<file path="src/rtl/multicycle_ctrl_pkg.sv">
`default_nettype none
// ============================================================================
//  Module   : multicycle_ctrl_pkg
//  Purpose  : Opcodes, state encoding and datapath mux/ALU encodings shared by
//             the multi-cycle RV32I sequencer and its datapath.
//  Revision : 1.0  initial release
// ============================================================================
package multicycle_ctrl_pkg;

    // instr[6:2] major opcodes
    localparam logic [4:0] OPCODE_LOAD    = 5'b00000;
    localparam logic [4:0] OPCODE_STORE   = 5'b01000;
    localparam logic [4:0] OPCODE_BRANCH  = 5'b11000;
    localparam logic [4:0] OPCODE_JAL     = 5'b11011;
    localparam logic [4:0] OPCODE_JALR    = 5'b11001;
    localparam logic [4:0] OPCODE_ARITH_I = 5'b00100;
    localparam logic [4:0] OPCODE_ARITH_R = 5'b01100;
    localparam logic [4:0] OPCODE_LUI     = 5'b01101;
    localparam logic [4:0] OPCODE_AUIPC   = 5'b00101;
    localparam logic [4:0] OPCODE_SYSTEM  = 5'b11100;

    // 18 states do not fit the 4-bit debug port; terminals share code 4'hF there
    typedef enum logic [4:0] {
        ST_BOOT    = 5'd0,
        ST_FETCH   = 5'd1,
        ST_DECODE  = 5'd2,
        ST_EXEC_R  = 5'd3,
        ST_EXEC_I  = 5'd4,
        ST_ADDR    = 5'd5,
        ST_MEM_RD  = 5'd6,
        ST_MEM_WR  = 5'd7,
        ST_WB_MEM  = 5'd8,
        ST_WB_ALU  = 5'd9,
        ST_BRANCH  = 5'd10,
        ST_JAL     = 5'd11,
        ST_JALR    = 5'd12,
        ST_LUI     = 5'd13,
        ST_AUIPC   = 5'd14,
        ST_HALT    = 5'd15,
        ST_ILLEGAL = 5'd16,
        ST_FAULT   = 5'd17
    } state_e;

    localparam logic [1:0] ALU_ADD    = 2'b00;
    localparam logic [1:0] ALU_BRANCH = 2'b01;
    localparam logic [1:0] ALU_RFUNCT = 2'b10;
    localparam logic [1:0] ALU_IFUNCT = 2'b11;

    localparam logic [1:0] SRCA_PC    = 2'b00;
    localparam logic [1:0] SRCA_RS1   = 2'b01;
    localparam logic [1:0] SRCA_OLDPC = 2'b10;
    localparam logic [1:0] SRCA_ZERO  = 2'b11;

    localparam logic [1:0] SRCB_RS2   = 2'b00;
    localparam logic [1:0] SRCB_IMM   = 2'b01;
    localparam logic [1:0] SRCB_FOUR  = 2'b10;

    localparam logic [1:0] WB_ALUOUT  = 2'b00;
    localparam logic [1:0] WB_MDR     = 2'b01;
    localparam logic [1:0] WB_PC4     = 2'b10;

    localparam logic [1:0] PC_ALU     = 2'b00;
    localparam logic [1:0] PC_ALUOUT  = 2'b01;
    localparam logic [1:0] PC_JALR    = 2'b10;

    function automatic logic is_terminal(input state_e s);
        return (s == ST_HALT) || (s == ST_ILLEGAL) || (s == ST_FAULT);
    endfunction

    function automatic logic [3:0] state_dbg_f(input state_e s);
        logic [4:0] v;
        v = s;
        return is_terminal(s) ? 4'hF : v[3:0];
    endfunction

endpackage
`default_nettype wire

</file>
<file path="src/rtl/multicycle_ctrl_if.sv">
`default_nettype none
// ============================================================================
//  Module   : multicycle_ctrl_if
//  Purpose  : Control/status bundle between the sequencer (master) and the
//             shared datapath plus unified memory (slave).
//  Revision : 1.0  initial release
// ============================================================================
interface multicycle_ctrl_if #(
    parameter int CNT_W = 32
);
    logic [4:0]       op;
    logic             branch_taken;
    logic             mem_ready;
    logic             mem_req;
    logic             mem_we;
    logic             mem_addr_sel;
    logic             ir_write;
    logic             mdr_write;
    logic             pc_write;
    logic [1:0]       pc_src;
    logic             oldpc_write;
    logic [1:0]       alu_src_a;
    logic [1:0]       alu_src_b;
    logic [1:0]       alu_op;
    logic             aluout_write;
    logic             reg_write;
    logic [1:0]       wb_sel;
    logic             illegal;
    logic             fault;
    logic             halted;
    logic [CNT_W-1:0] instret;
    logic [3:0]       state_dbg;

    modport master (
        input  op, branch_taken, mem_ready,
        output mem_req, mem_we, mem_addr_sel, ir_write, mdr_write, pc_write,
               pc_src, oldpc_write, alu_src_a, alu_src_b, alu_op, aluout_write,
               reg_write, wb_sel, illegal, fault, halted, instret, state_dbg
    );

    modport slave (
        output op, branch_taken, mem_ready,
        input  mem_req, mem_we, mem_addr_sel, ir_write, mdr_write, pc_write,
               pc_src, oldpc_write, alu_src_a, alu_src_b, alu_op, aluout_write,
               reg_write, wb_sel, illegal, fault, halted, instret, state_dbg
    );
endinterface
`default_nettype wire

</file>
<file path="src/rtl/mem_wait_timer.sv">
`default_nettype none
// ============================================================================
//  Module   : mem_wait_timer
//  Purpose  : Counts consecutive stalled memory cycles and flags a timeout.
//  Revision : 1.0  initial release
// ============================================================================
module mem_wait_timer #(
    parameter int MEM_TIMEOUT = 255
) (
    input  logic clk,
    input  logic rst_n,
    input  logic req_i,
    input  logic ready_i,
    output logic timeout_o
);
    generate
        if (MEM_TIMEOUT != 0) begin : g_timer_on
            // Only 0..MEM_TIMEOUT-1 is ever held; the controller leaves on the next stall
            localparam int TW = (MEM_TIMEOUT > 1) ? $clog2(MEM_TIMEOUT) : 1;
            localparam logic [TW-1:0] LAST = TW'(MEM_TIMEOUT - 1);

            logic          stall;
            logic [TW-1:0] count_q;
            logic [TW-1:0] count_d;

            assign stall   = req_i & ~ready_i;
            assign count_d = stall ? count_q + TW'(1) : '0;

            always_ff @(posedge clk or negedge rst_n) begin
                if (!rst_n) begin
                    count_q <= '0;
                end else begin
                    count_q <= count_d;
                end
            end

            assign timeout_o = stall && (count_q == LAST);
        end else begin : g_timer_off
            assign timeout_o = 1'b0;
        end
    endgenerate
endmodule
`default_nettype wire

</file>
<file path="src/rtl/multicycle_ctrl.sv">
`default_nettype none
// ============================================================================
//  Module   : multicycle_ctrl
//  Purpose  : Multi-cycle RV32I sequencer: steps the shared datapath through
//             fetch/decode/execute/memory/writeback and counts retirements.
//  Revision : 1.0  initial release
// ============================================================================
module multicycle_ctrl
    import multicycle_ctrl_pkg::*;
#(
    parameter int MEM_TIMEOUT = 255,
    parameter int CNT_W       = 32
) (
    input  logic              clk,
    input  logic              rst_n,
    multicycle_ctrl_if.master bus
);
    state_e           state_q, state_d;
    logic             illegal_q, illegal_d;
    logic             fault_q, fault_d;
    logic [CNT_W-1:0] instret_q, instret_d;
    logic             retire;
    logic             timeout;

    logic       mem_req, mem_we, mem_addr_sel, ir_write, mdr_write, pc_write;
    logic       oldpc_write, aluout_write, reg_write;
    logic [1:0] pc_src, alu_src_a, alu_src_b, alu_op, wb_sel;

    mem_wait_timer #(
        .MEM_TIMEOUT (MEM_TIMEOUT)
    ) u_mem_wait_timer (
        .clk       (clk),
        .rst_n     (rst_n),
        .req_i     (mem_req),
        .ready_i   (bus.mem_ready),
        .timeout_o (timeout)
    );

    always_comb begin
        state_d   = state_q;
        illegal_d = illegal_q;
        fault_d   = fault_q;
        retire    = 1'b0;
        case (state_q)
            ST_BOOT:   state_d = ST_FETCH;
            ST_FETCH: begin
                if (timeout) begin
                    state_d = ST_FAULT;
                    fault_d = 1'b1;
                end else if (bus.mem_ready) begin
                    state_d = ST_DECODE;
                end
            end
            ST_DECODE: begin
                case (bus.op)
                    OPCODE_ARITH_R:            state_d = ST_EXEC_R;
                    OPCODE_ARITH_I:            state_d = ST_EXEC_I;
                    OPCODE_LOAD, OPCODE_STORE: state_d = ST_ADDR;
                    OPCODE_BRANCH:             state_d = ST_BRANCH;
                    OPCODE_JAL:                state_d = ST_JAL;
                    OPCODE_JALR:               state_d = ST_JALR;
                    OPCODE_LUI:                state_d = ST_LUI;
                    OPCODE_AUIPC:              state_d = ST_AUIPC;
                    OPCODE_SYSTEM:             state_d = ST_HALT;
                    default: begin
                        state_d   = ST_ILLEGAL;
                        illegal_d = 1'b1;
                    end
                endcase
            end
            ST_EXEC_R, ST_EXEC_I, ST_LUI, ST_AUIPC: state_d = ST_WB_ALU;
            // IR still holds the instruction, so op separates load from store
            ST_ADDR:   state_d = (bus.op == OPCODE_STORE) ? ST_MEM_WR : ST_MEM_RD;
            ST_MEM_RD: begin
                if (timeout) begin
                    state_d = ST_FAULT;
                    fault_d = 1'b1;
                end else if (bus.mem_ready) begin
                    state_d = ST_WB_MEM;
                end
            end
            ST_MEM_WR: begin
                if (timeout) begin
                    state_d = ST_FAULT;
                    fault_d = 1'b1;
                end else if (bus.mem_ready) begin
                    state_d = ST_FETCH;
                    retire  = 1'b1;
                end
            end
            ST_WB_ALU, ST_WB_MEM, ST_BRANCH, ST_JAL, ST_JALR: begin
                state_d = ST_FETCH;
                retire  = 1'b1;
            end
            default:   state_d = state_q;
        endcase
        instret_d = retire ? instret_q + CNT_W'(1) : instret_q;
    end

    always_ff @(posedge clk or negedge rst_n) begin
        if (!rst_n) begin
            state_q   <= ST_BOOT;
            illegal_q <= 1'b0;
            fault_q   <= 1'b0;
            instret_q <= '0;
        end else begin
            state_q   <= state_d;
            illegal_q <= illegal_d;
            fault_q   <= fault_d;
            instret_q <= instret_d;
        end
    end

    // Transfer-completion strobes are qualified by mem_ready so stalls have no side effects
    always_comb begin
        mem_req      = 1'b0;
        mem_we       = 1'b0;
        mem_addr_sel = 1'b0;
        ir_write     = 1'b0;
        mdr_write    = 1'b0;
        pc_write     = 1'b0;
        pc_src       = PC_ALU;
        oldpc_write  = 1'b0;
        alu_src_a    = SRCA_PC;
        alu_src_b    = SRCB_RS2;
        alu_op       = ALU_ADD;
        aluout_write = 1'b0;
        reg_write    = 1'b0;
        wb_sel       = WB_ALUOUT;
        case (state_q)
            ST_FETCH: begin
                mem_req = 1'b1;
                if (bus.mem_ready) begin
                    ir_write    = 1'b1;
                    oldpc_write = 1'b1;
                    pc_write    = 1'b1;
                    alu_src_b   = SRCB_FOUR;
                end
            end
            ST_DECODE: begin
                alu_src_a    = SRCA_OLDPC;
                alu_src_b    = SRCB_IMM;
                aluout_write = 1'b1;
            end
            ST_EXEC_R: begin
                alu_src_a    = SRCA_RS1;
                alu_op       = ALU_RFUNCT;
                aluout_write = 1'b1;
            end
            ST_EXEC_I: begin
                alu_src_a    = SRCA_RS1;
                alu_src_b    = SRCB_IMM;
                alu_op       = ALU_IFUNCT;
                aluout_write = 1'b1;
            end
            ST_LUI: begin
                alu_src_a    = SRCA_ZERO;
                alu_src_b    = SRCB_IMM;
                aluout_write = 1'b1;
            end
            ST_AUIPC: begin
                alu_src_a    = SRCA_OLDPC;
                alu_src_b    = SRCB_IMM;
                aluout_write = 1'b1;
            end
            ST_ADDR: begin
                alu_src_a    = SRCA_RS1;
                alu_src_b    = SRCB_IMM;
                aluout_write = 1'b1;
            end
            ST_MEM_RD: begin
                mem_req      = 1'b1;
                mem_addr_sel = 1'b1;
                mdr_write    = bus.mem_ready;
            end
            ST_MEM_WR: begin
                mem_req      = 1'b1;
                mem_we       = 1'b1;
                mem_addr_sel = 1'b1;
            end
            ST_WB_ALU: reg_write = 1'b1;
            ST_WB_MEM: begin
                reg_write = 1'b1;
                wb_sel    = WB_MDR;
            end
            ST_BRANCH: begin
                alu_src_a = SRCA_RS1;
                alu_op    = ALU_BRANCH;
                pc_write  = bus.branch_taken;
                pc_src    = PC_ALUOUT;
            end
            ST_JAL: begin
                pc_write  = 1'b1;
                pc_src    = PC_ALUOUT;
                reg_write = 1'b1;
                wb_sel    = WB_PC4;
            end
            ST_JALR: begin
                alu_src_a = SRCA_RS1;
                alu_src_b = SRCB_IMM;
                pc_write  = 1'b1;
                pc_src    = PC_JALR;
                reg_write = 1'b1;
                wb_sel    = WB_PC4;
            end
            default: ;
        endcase
    end

    assign bus.mem_req      = mem_req;
    assign bus.mem_we       = mem_we;
    assign bus.mem_addr_sel = mem_addr_sel;
    assign bus.ir_write     = ir_write;
    assign bus.mdr_write    = mdr_write;
    assign bus.pc_write     = pc_write;
    assign bus.pc_src       = pc_src;
    assign bus.oldpc_write  = oldpc_write;
    assign bus.alu_src_a    = alu_src_a;
    assign bus.alu_src_b    = alu_src_b;
    assign bus.alu_op       = alu_op;
    assign bus.aluout_write = aluout_write;
    assign bus.reg_write    = reg_write;
    assign bus.wb_sel       = wb_sel;
    assign bus.illegal      = illegal_q;
    assign bus.fault        = fault_q;
    assign bus.halted       = is_terminal(state_q);
    assign bus.instret      = instret_q;
    assign bus.state_dbg    = state_dbg_f(state_q);

endmodule
`default_nettype wire

</file>
<file path="src/flat_wrapper.sv">
// flat-port wrapper written by rule: the top's interface ports become plain ports
module multicycle_ctrl_flat import multicycle_ctrl_pkg::*;
#(
    parameter int MEM_TIMEOUT = 255,
    parameter int CNT_W       = 32
)
  (clk, rst_n, bus_op, bus_branch_taken, bus_mem_ready, bus_mem_req, bus_mem_we, bus_mem_addr_sel, bus_ir_write, bus_mdr_write, bus_pc_write, bus_pc_src, bus_oldpc_write, bus_alu_src_a, bus_alu_src_b, bus_alu_op, bus_aluout_write, bus_reg_write, bus_wb_sel, bus_illegal, bus_fault, bus_halted, bus_instret, bus_state_dbg);
  multicycle_ctrl_if #(.CNT_W(CNT_W)) bus_i ();
  input  logic clk;
  input  logic rst_n;
  input wire logic [$bits(bus_i.op)-1:0] bus_op;
  input wire logic [$bits(bus_i.branch_taken)-1:0] bus_branch_taken;
  input wire logic [$bits(bus_i.mem_ready)-1:0] bus_mem_ready;
  output wire logic [$bits(bus_i.mem_req)-1:0] bus_mem_req;
  output wire logic [$bits(bus_i.mem_we)-1:0] bus_mem_we;
  output wire logic [$bits(bus_i.mem_addr_sel)-1:0] bus_mem_addr_sel;
  output wire logic [$bits(bus_i.ir_write)-1:0] bus_ir_write;
  output wire logic [$bits(bus_i.mdr_write)-1:0] bus_mdr_write;
  output wire logic [$bits(bus_i.pc_write)-1:0] bus_pc_write;
  output wire logic [$bits(bus_i.pc_src)-1:0] bus_pc_src;
  output wire logic [$bits(bus_i.oldpc_write)-1:0] bus_oldpc_write;
  output wire logic [$bits(bus_i.alu_src_a)-1:0] bus_alu_src_a;
  output wire logic [$bits(bus_i.alu_src_b)-1:0] bus_alu_src_b;
  output wire logic [$bits(bus_i.alu_op)-1:0] bus_alu_op;
  output wire logic [$bits(bus_i.aluout_write)-1:0] bus_aluout_write;
  output wire logic [$bits(bus_i.reg_write)-1:0] bus_reg_write;
  output wire logic [$bits(bus_i.wb_sel)-1:0] bus_wb_sel;
  output wire logic [$bits(bus_i.illegal)-1:0] bus_illegal;
  output wire logic [$bits(bus_i.fault)-1:0] bus_fault;
  output wire logic [$bits(bus_i.halted)-1:0] bus_halted;
  output wire logic [$bits(bus_i.instret)-1:0] bus_instret;
  output wire logic [$bits(bus_i.state_dbg)-1:0] bus_state_dbg;
  assign bus_i.op = bus_op;
  assign bus_i.branch_taken = bus_branch_taken;
  assign bus_i.mem_ready = bus_mem_ready;
  assign bus_mem_req = bus_i.mem_req;
  assign bus_mem_we = bus_i.mem_we;
  assign bus_mem_addr_sel = bus_i.mem_addr_sel;
  assign bus_ir_write = bus_i.ir_write;
  assign bus_mdr_write = bus_i.mdr_write;
  assign bus_pc_write = bus_i.pc_write;
  assign bus_pc_src = bus_i.pc_src;
  assign bus_oldpc_write = bus_i.oldpc_write;
  assign bus_alu_src_a = bus_i.alu_src_a;
  assign bus_alu_src_b = bus_i.alu_src_b;
  assign bus_alu_op = bus_i.alu_op;
  assign bus_aluout_write = bus_i.aluout_write;
  assign bus_reg_write = bus_i.reg_write;
  assign bus_wb_sel = bus_i.wb_sel;
  assign bus_illegal = bus_i.illegal;
  assign bus_fault = bus_i.fault;
  assign bus_halted = bus_i.halted;
  assign bus_instret = bus_i.instret;
  assign bus_state_dbg = bus_i.state_dbg;
  multicycle_ctrl #(.MEM_TIMEOUT(MEM_TIMEOUT), .CNT_W(CNT_W)) u_core (.clk(clk), .rst_n(rst_n), .bus(bus_i));
endmodule
</file>
<file path="config.mk">
export PLATFORM = sky130hd
export DESIGN_NAME = multicycle_ctrl_flat
export DESIGN_NICKNAME = d
export VERILOG_FILES = /design/src/rtl/multicycle_ctrl_pkg.sv /design/src/rtl/multicycle_ctrl_if.sv /design/src/rtl/mem_wait_timer.sv /design/src/rtl/multicycle_ctrl.sv /design/src/flat_wrapper.sv
export SDC_FILE = /design/constraint.sdc
export NUM_CORES = 1
export LEC_CHECK = 0
export BUFFER_PORTS_ARGS = -buffer_cell sky130_fd_sc_hd__buf_4
export CAP_MARGIN = 20
export CELL_PAD_IN_SITES_DETAIL_PLACEMENT = 0
export CELL_PAD_IN_SITES_GLOBAL_PLACEMENT = 1
export CORE_UTILIZATION = 40
export DETAILED_ROUTE_END_ITERATION = 12
export PLACE_DENSITY_LB_ADDON = 0.1
export REMOVE_ABC_BUFFERS = 1
export SLEW_MARGIN = 20
export SYNTH_ARGS = -nofsm -noshare
export SYNTH_HDL_FRONTEND = slang
export SYNTH_SLANG_ARGS = --single-unit
</file>
<file path="constraint.sdc">
create_clock -name clk -period 1.9 [get_ports clk]
set_input_delay 0.285 -clock clk [delete_from_list [all_inputs] [get_ports clk]]
set_output_delay 0.285 -clock clk [all_outputs]
set_load 0.005 [all_outputs]
</file>
Yosys cells after proc, flatten, opt, wreduce, memory -nomap -nowiden
Index checks and enable logic that the tools add are counted.
- equality and inequality tests: 30
- div/mod/pow operators: 0
- multiplexer cells: 28
- bitwise gates (word level): 3
- multipliers: 0
- magnitude comparators: 0
- reduce and logical (&&, ||, !) cells: 23
- add/subtract/negate cells: 2
- shifts and indexed selects: 0
- operators with widths (kind ; number):
    $eq 5x4->1 const B ; 11
    $pmux 5 s9 ; 1
    $pmux 5 s7 ; 1
    $add 32x1->32 const B ; 1
    $eq 5x3->1 const B ; 6
    $eq 5x5->1 const B ; 6
    $mux 5 ; 6
    $reduce_or 6->1 ; 3
    $pmux 2 s2 ; 3
    $pmux 2 s3 ; 2
    $eq 5x2->1 const B ; 2
    $logic_not 5->1 ; 2
    $mux 1 ; 10
    $reduce_or 10->1 ; 1
    $reduce_or 2->1 ; 5
    $reduce_or 5->1 ; 2
    $ne 3x2->1 const B ; 3
    $add 8x1->8 const B ; 1
    $eq 8x8->1 const B ; 1
    $mux 8 ; 1
    $reduce_or 4->1 ; 2
    $reduce_bool 7->1 ; 1
    $eq 5x1->1 const B ; 1
    $mux 4 ; 1
    other kinds (10) ; 13
- memory bits (read-only): 0
- register bits after elaboration: 47
- RAM bits: 0
- input port bits: 9
- memories: 0
- word-level logic and storage cells: 91
- bits in latches: 0

Longest topological paths before layout
- word-level depth: 7
- gate-level depth with buffers: 7
- gate-level depth less buffers: 6

By module
A second synthesis with hierarchy kept.
- cells, all modules: 310
- area total of the unflattened synthesis: 2975.4 um^2
- modules (own cells, without submodules) (module ; area each (um^2) ; cells an instance ; instances ; seq. area each (um^2)):
    multicycle_ctrl ; 2598.7 ; 272 ; 1 ; 975.9
    mem_wait_timer ; 376.6 ; 38 ; 1 ; 200.2

Worst setup path before layout
No wires, ideal clock.
- path kind: register to register
- start: register u_core.state_q[1]
- end: register u_core.state_q[0]
- library setup time: 0.126 ns
- buffers on the path: 1
- cell stages (with the launch flop): 7
- data arrival time: 1.529 ns
- path slack: 0.244 ns
- data required time: 1.774 ns
- path through: dfrtp_1 buf_2 or3b_1 a21oi_1 a311o_1 inv_1 o32a_1
- cells in the longest elaborated chain, start to end: 7
- elaborated cells between the ends (all ways): 30
- those cells by class: eq/ne: 17; mux: 5; bitwise: 1; reduce/logical: 7
- ends and longest elaborated chain (element ; RTL line ; RTL):
    start, declared ; multicycle_ctrl.sv:18 ; state_e state_q, state_d;
    start signal, assigned ; multicycle_ctrl.sv:107 ; state_q <= state_d;
    $eq 5x3->1 or $eq 5x1->1 (tied branches) ; multicycle_ctrl.sv:130 ; case (state_q)
    $reduce_or 3->1 (no line) (*) ; - ;
    $mux 1 (*) ; multicycle_ctrl.sv:130 ;
    net bus_mem_req ; flat_wrapper.sv:14 ; output wire logic [$bits(bus_i.mem_req)-1:0] bus_mem_req;
    $and 1x1->1 (*) ; mem_wait_timer.sv:26 ; assign stall = req_i & ~ready_i;
    $logic_and 1x1->1 (*) ; mem_wait_timer.sv:37 ; assign timeout_o = stall && (count_q == LAST);
    $mux 5, or another cell as far along ; multicycle_ctrl.sv:83 ; if (timeout) begin
    $pmux 5 s7 or $reduce_and 4->1 (tied branches) ; - ;
The timed path passes the listed nets; every way through them passes the cells marked *.
A chain may end at the register's enable or synchronous reset.

Final worst setup path
- start: register u_core.state_q[3]
- end: output bus_state_dbg[2]
- cells in the longest elaborated chain, start to end: 4
- elaborated cells between the ends (all ways): 6
- those cells by class: eq/ne: 3; mux: 1; reduce/logical: 2
- ends and longest elaborated chain (element ; RTL line ; RTL):
    $eq 5x4->1 or $eq 5x5->1 (tied branches) ; multicycle_ctrl_pkg.sv:67 ; return (s == ST_HALT) || (s == ST_ILLEGAL) || (s == ST_FAULT);
    $logic_or 1x1->1 ; multicycle_ctrl_pkg.sv:67 ;
    $logic_or 1x1->1 (*) ; multicycle_ctrl_pkg.sv:67 ;
    $mux 4 (*) ; multicycle_ctrl_pkg.sv:73 ; return is_terminal(s) ? 4'hF : v[3:0];
    end, declared ; flat_wrapper.sv:32 ; output wire logic [$bits(bus_i.state_dbg)-1:0] bus_state_dbg;
Mark *: on every way between the ends. The rest lies on a longest branch, timed or not.

==> metrics.yaml <==
global_routing:
  grt_max_degree: 48
  met3_usage_pct: 2.69
  grt_overflow: 0
  grtUsageMet1_pct: 25.8
  antenna_found_initial: 0
  grt_pass1_wl_um: 11500
  grt_busiest_layer: "met2"
  grt_use_total_pct: 19.4
  met2_usage_pct: 33.1
  first_global_vias: 2400
timing:
  setup_ws_ns: -0.0488
  slew_headroom_pct: 61.3
  fin_crit_ns: 1.95
  skew_ns: 0.00988
  setup_viol: 7
  rsz0062_at_grt: "true"
  tightest_slew_ns: 0.581
  layout_worst_path_cycle_share_pct: 103
  drv_slew: 0
  fmax_mhz: 513
  fin_hold_ws_ns: 0.231
  final_hold_viol_count: 0
cts:
  clk_latency_ns: 0.30
  ctsLongestPathBuffers: 2
  root_buffer: "clkbuf_8"
  cts_sinks: 47
  htree_levels: 2
  path_clk_slew_ns: 0.09
  cts_buffers: 5
  cts_tree: "yes"
yosys:
  synth_edf_count: 0
  synthArstFlopShare_pct: 100
  ys_types: 55
  netlist_area_um2: 2800
  yosys.area.top_type_share_pct: 42.1
  synth_seq_cells: 47
  avgSynthCellArea_um2: 9.16
  synth_flop_cell: "dfrtp_1"
  yosysWarnings: 0
  synth_cells: 305
  synth_area_leaders: "dfrtp_1, xnor2_1, xor2_1, nor2_1, nand2_1"
  synth_seq_area_share_pct: 42.1
  yosysTopAreaCell: "dfrtp_1"
cells_and_area:
  multi_input_area_um2: 1580
  final_nets: 411
  antenna_cells: 0
  instances_no_fill: 480
  drive_gt1_share_pct: 35.5
  syn_to_final_growth_pct: 36.9
  fill_cells: 636
  regArea_um2: 1180
  final_area_um2: 3830
job:
  drv_cap: 0
detailed_routing:
  first_pass_iters: 4
  drc_errors: 0
  vias_per_cell: 5.31
  final_antenna_net_count: 0
  wl_per_cell_um: 14.5
  routed_wl_um: 6970
  drtIter0Drc: 80
  vias: 2549
critical_path:
  crit_type: "register to output port"
  slowest_delay_ns: 0.42
  crit_slowest_cell: "dfrtp_1"
  regToRegEndpoint: "u_core.state_q[1]"
  crit_arrival_ns: 1.66
  required_ns: 1.62
  cp_max_fo: 5
  cp-startpoint: "u_core.state_q[3]"
  cp-endpoint: "bus_state_dbg[2]"
  cp-end-kind: "output port"
  r2r_setup_slack_ns: 0.08
  path_delay_family: "flip-flops"
  crit_cells: 5
  rr_startpoint: "u_core.state_q[1]"
  path_buf_inv: 2
  startpoint_type: "register"
  crit_chain: "buf_6 > or2_4 > o32a_1 > nand2b_1 > buf_4"
  reg2reg_depth: 6
floorplan:
  core.rowCount: 30
  die_x_um: 85.6
  start_util_pct: 41.4
  ios: 67
  die_h_um: 85.6
  dieArea_um2: 7330
  core_area_um2: 6760
power:
  ir_worst_vdd_mv: 0.333
  p_total_uw: 1780
  p_leak_uw: 0.00183
  power.density_nw_per_um2: 465
status:
  violations: "setup timing"
  status: "finished, violations left"
placement:
  placed_area_um2: 3440
  gp_congestion: 0.833
  post-dp-hpwl_um: 4870
  dp_cells: 451
  io_buffers: 66
hold_path:
  holdCritPathClass: "input port to register"
  holdCritStartpoint: "bus_op[1]"
cell usage after synthesis (all sizes together) (2+ instances only):
cell	n
dfrtp	47
nor2	37
nand2	23
xnor2	20
xor2	19
nand3	16
nand4	15
nand2b	11
inv	10
a21oi	9
buf	9
clkbuf	9
nor2b	8
nor3	8
and3	6
and4	5
o21ai	5
a31oi	3
ha	3
nor4	3
o32a	3
or2	3
a211o	2
a211oi	2
a311o	2
and2	2
nor4b	2
o211ai	2
o21a	2
metal layers:
metal	vias up	part of all wire, %
met5	-	0
met4	0	0.66
met3	4	2.9
met2	44	50
met1	1244	46
li1	1257	-
cell usage in the layout, fill, tap and decap left out, drive strengths merged, types with 2 or more instances in the layout:
master,Yosys,routed
buf,9,104
dfrtp,47,47
nor2,37,37
nand2,23,23
xnor2,20,20
xor2,19,19
nand3,16,16
nand4,15,15
nand2b,11,11
inv,10,11
a21oi,9,9
nor2b,8,8
nor3,8,8
and3,6,6
and4,5,5
clkbuf,9,5
o21ai,5,5
o32a,3,3
a31oi,3,3
ha,3,3
or2,3,3
nor4,3,3
a311o,2,2
a211o,2,2
o21a,2,2
o211ai,2,2
and2,2,2
a211oi,2,2
nor4b,2,2
clkinv,0,2
where the power goes:
part | switching, uW | internal (uW)
logic | 85.8 | 63.6
registers | 5.63 | 1000
clock network | 357 | 264
kinds of logic after synthesis:
logic type | count (synthesis) | share of synthesized area (%)
simple gates | 144 | 28.1
flops | 47 | 42.1
compound gates | 42 | 11.1
xor+xnor | 39 | 12.2
buf+inv | 28 | 4.34
fa+ha+maj | 3 | 1.34
mux | 2 | 0.761
registers in the layout (all words and copies together) (netlist names):
name,count
u_core.state_q,5
u_core.bus.instret,32
u_core.bus.illegal,1
u_core.bus.fault,1
u_core.u_mem_wait_timer.g_timer_on.count_q,8
worst min path at each step:
stage                       endpoint  cells past startpoint
4_1_cts            u_core.state_q[2]                      2
3_5_place_dp   u_core.bus.instret[6]                      1
3_3_place_gp   u_core.bus.instret[6]                      1
5_1_grt            u_core.state_q[2]                      2
6_report           u_core.state_q[2]                      2
2_1_floorplan       u_core.bus.fault                      0
stage by stage:
step	setup TNS [ns]	setup WS, ns	util (%)
global placement	0	0.0397	50.9
finish	-0.198	-0.0488	56.6
detailed placement	0	0.0492	50.9
floorplan	-3.30	-0.226	-
CTS	-0.364	-0.0783	53.1
global route	-1.04	-0.123	56.6
layout make-up:
cell class,count,share of cell area [%]
Inverter,10,0.981
Tap cell,80,2.62
Sequential cell,47,30.8
Clock buffer,5,1.80
Timing Repair Buffer,105,21.9
Clock inverter,3,0.589
Multi-Input combinational cell,230,41.3
timing repair:
| item | CTS | global route |
|---|---|---|
| setup endpoints to repair | 12 | 29 |
| resized for setup | 6 | 34 |
| endpoints found under the hold margin | 6 | 0 |
| hold buffers | 1 | 0 |
| setup buffers | 3 | 17 |
| pin swaps | 2 | 8 |
Power figures use the tool's default switching activity.
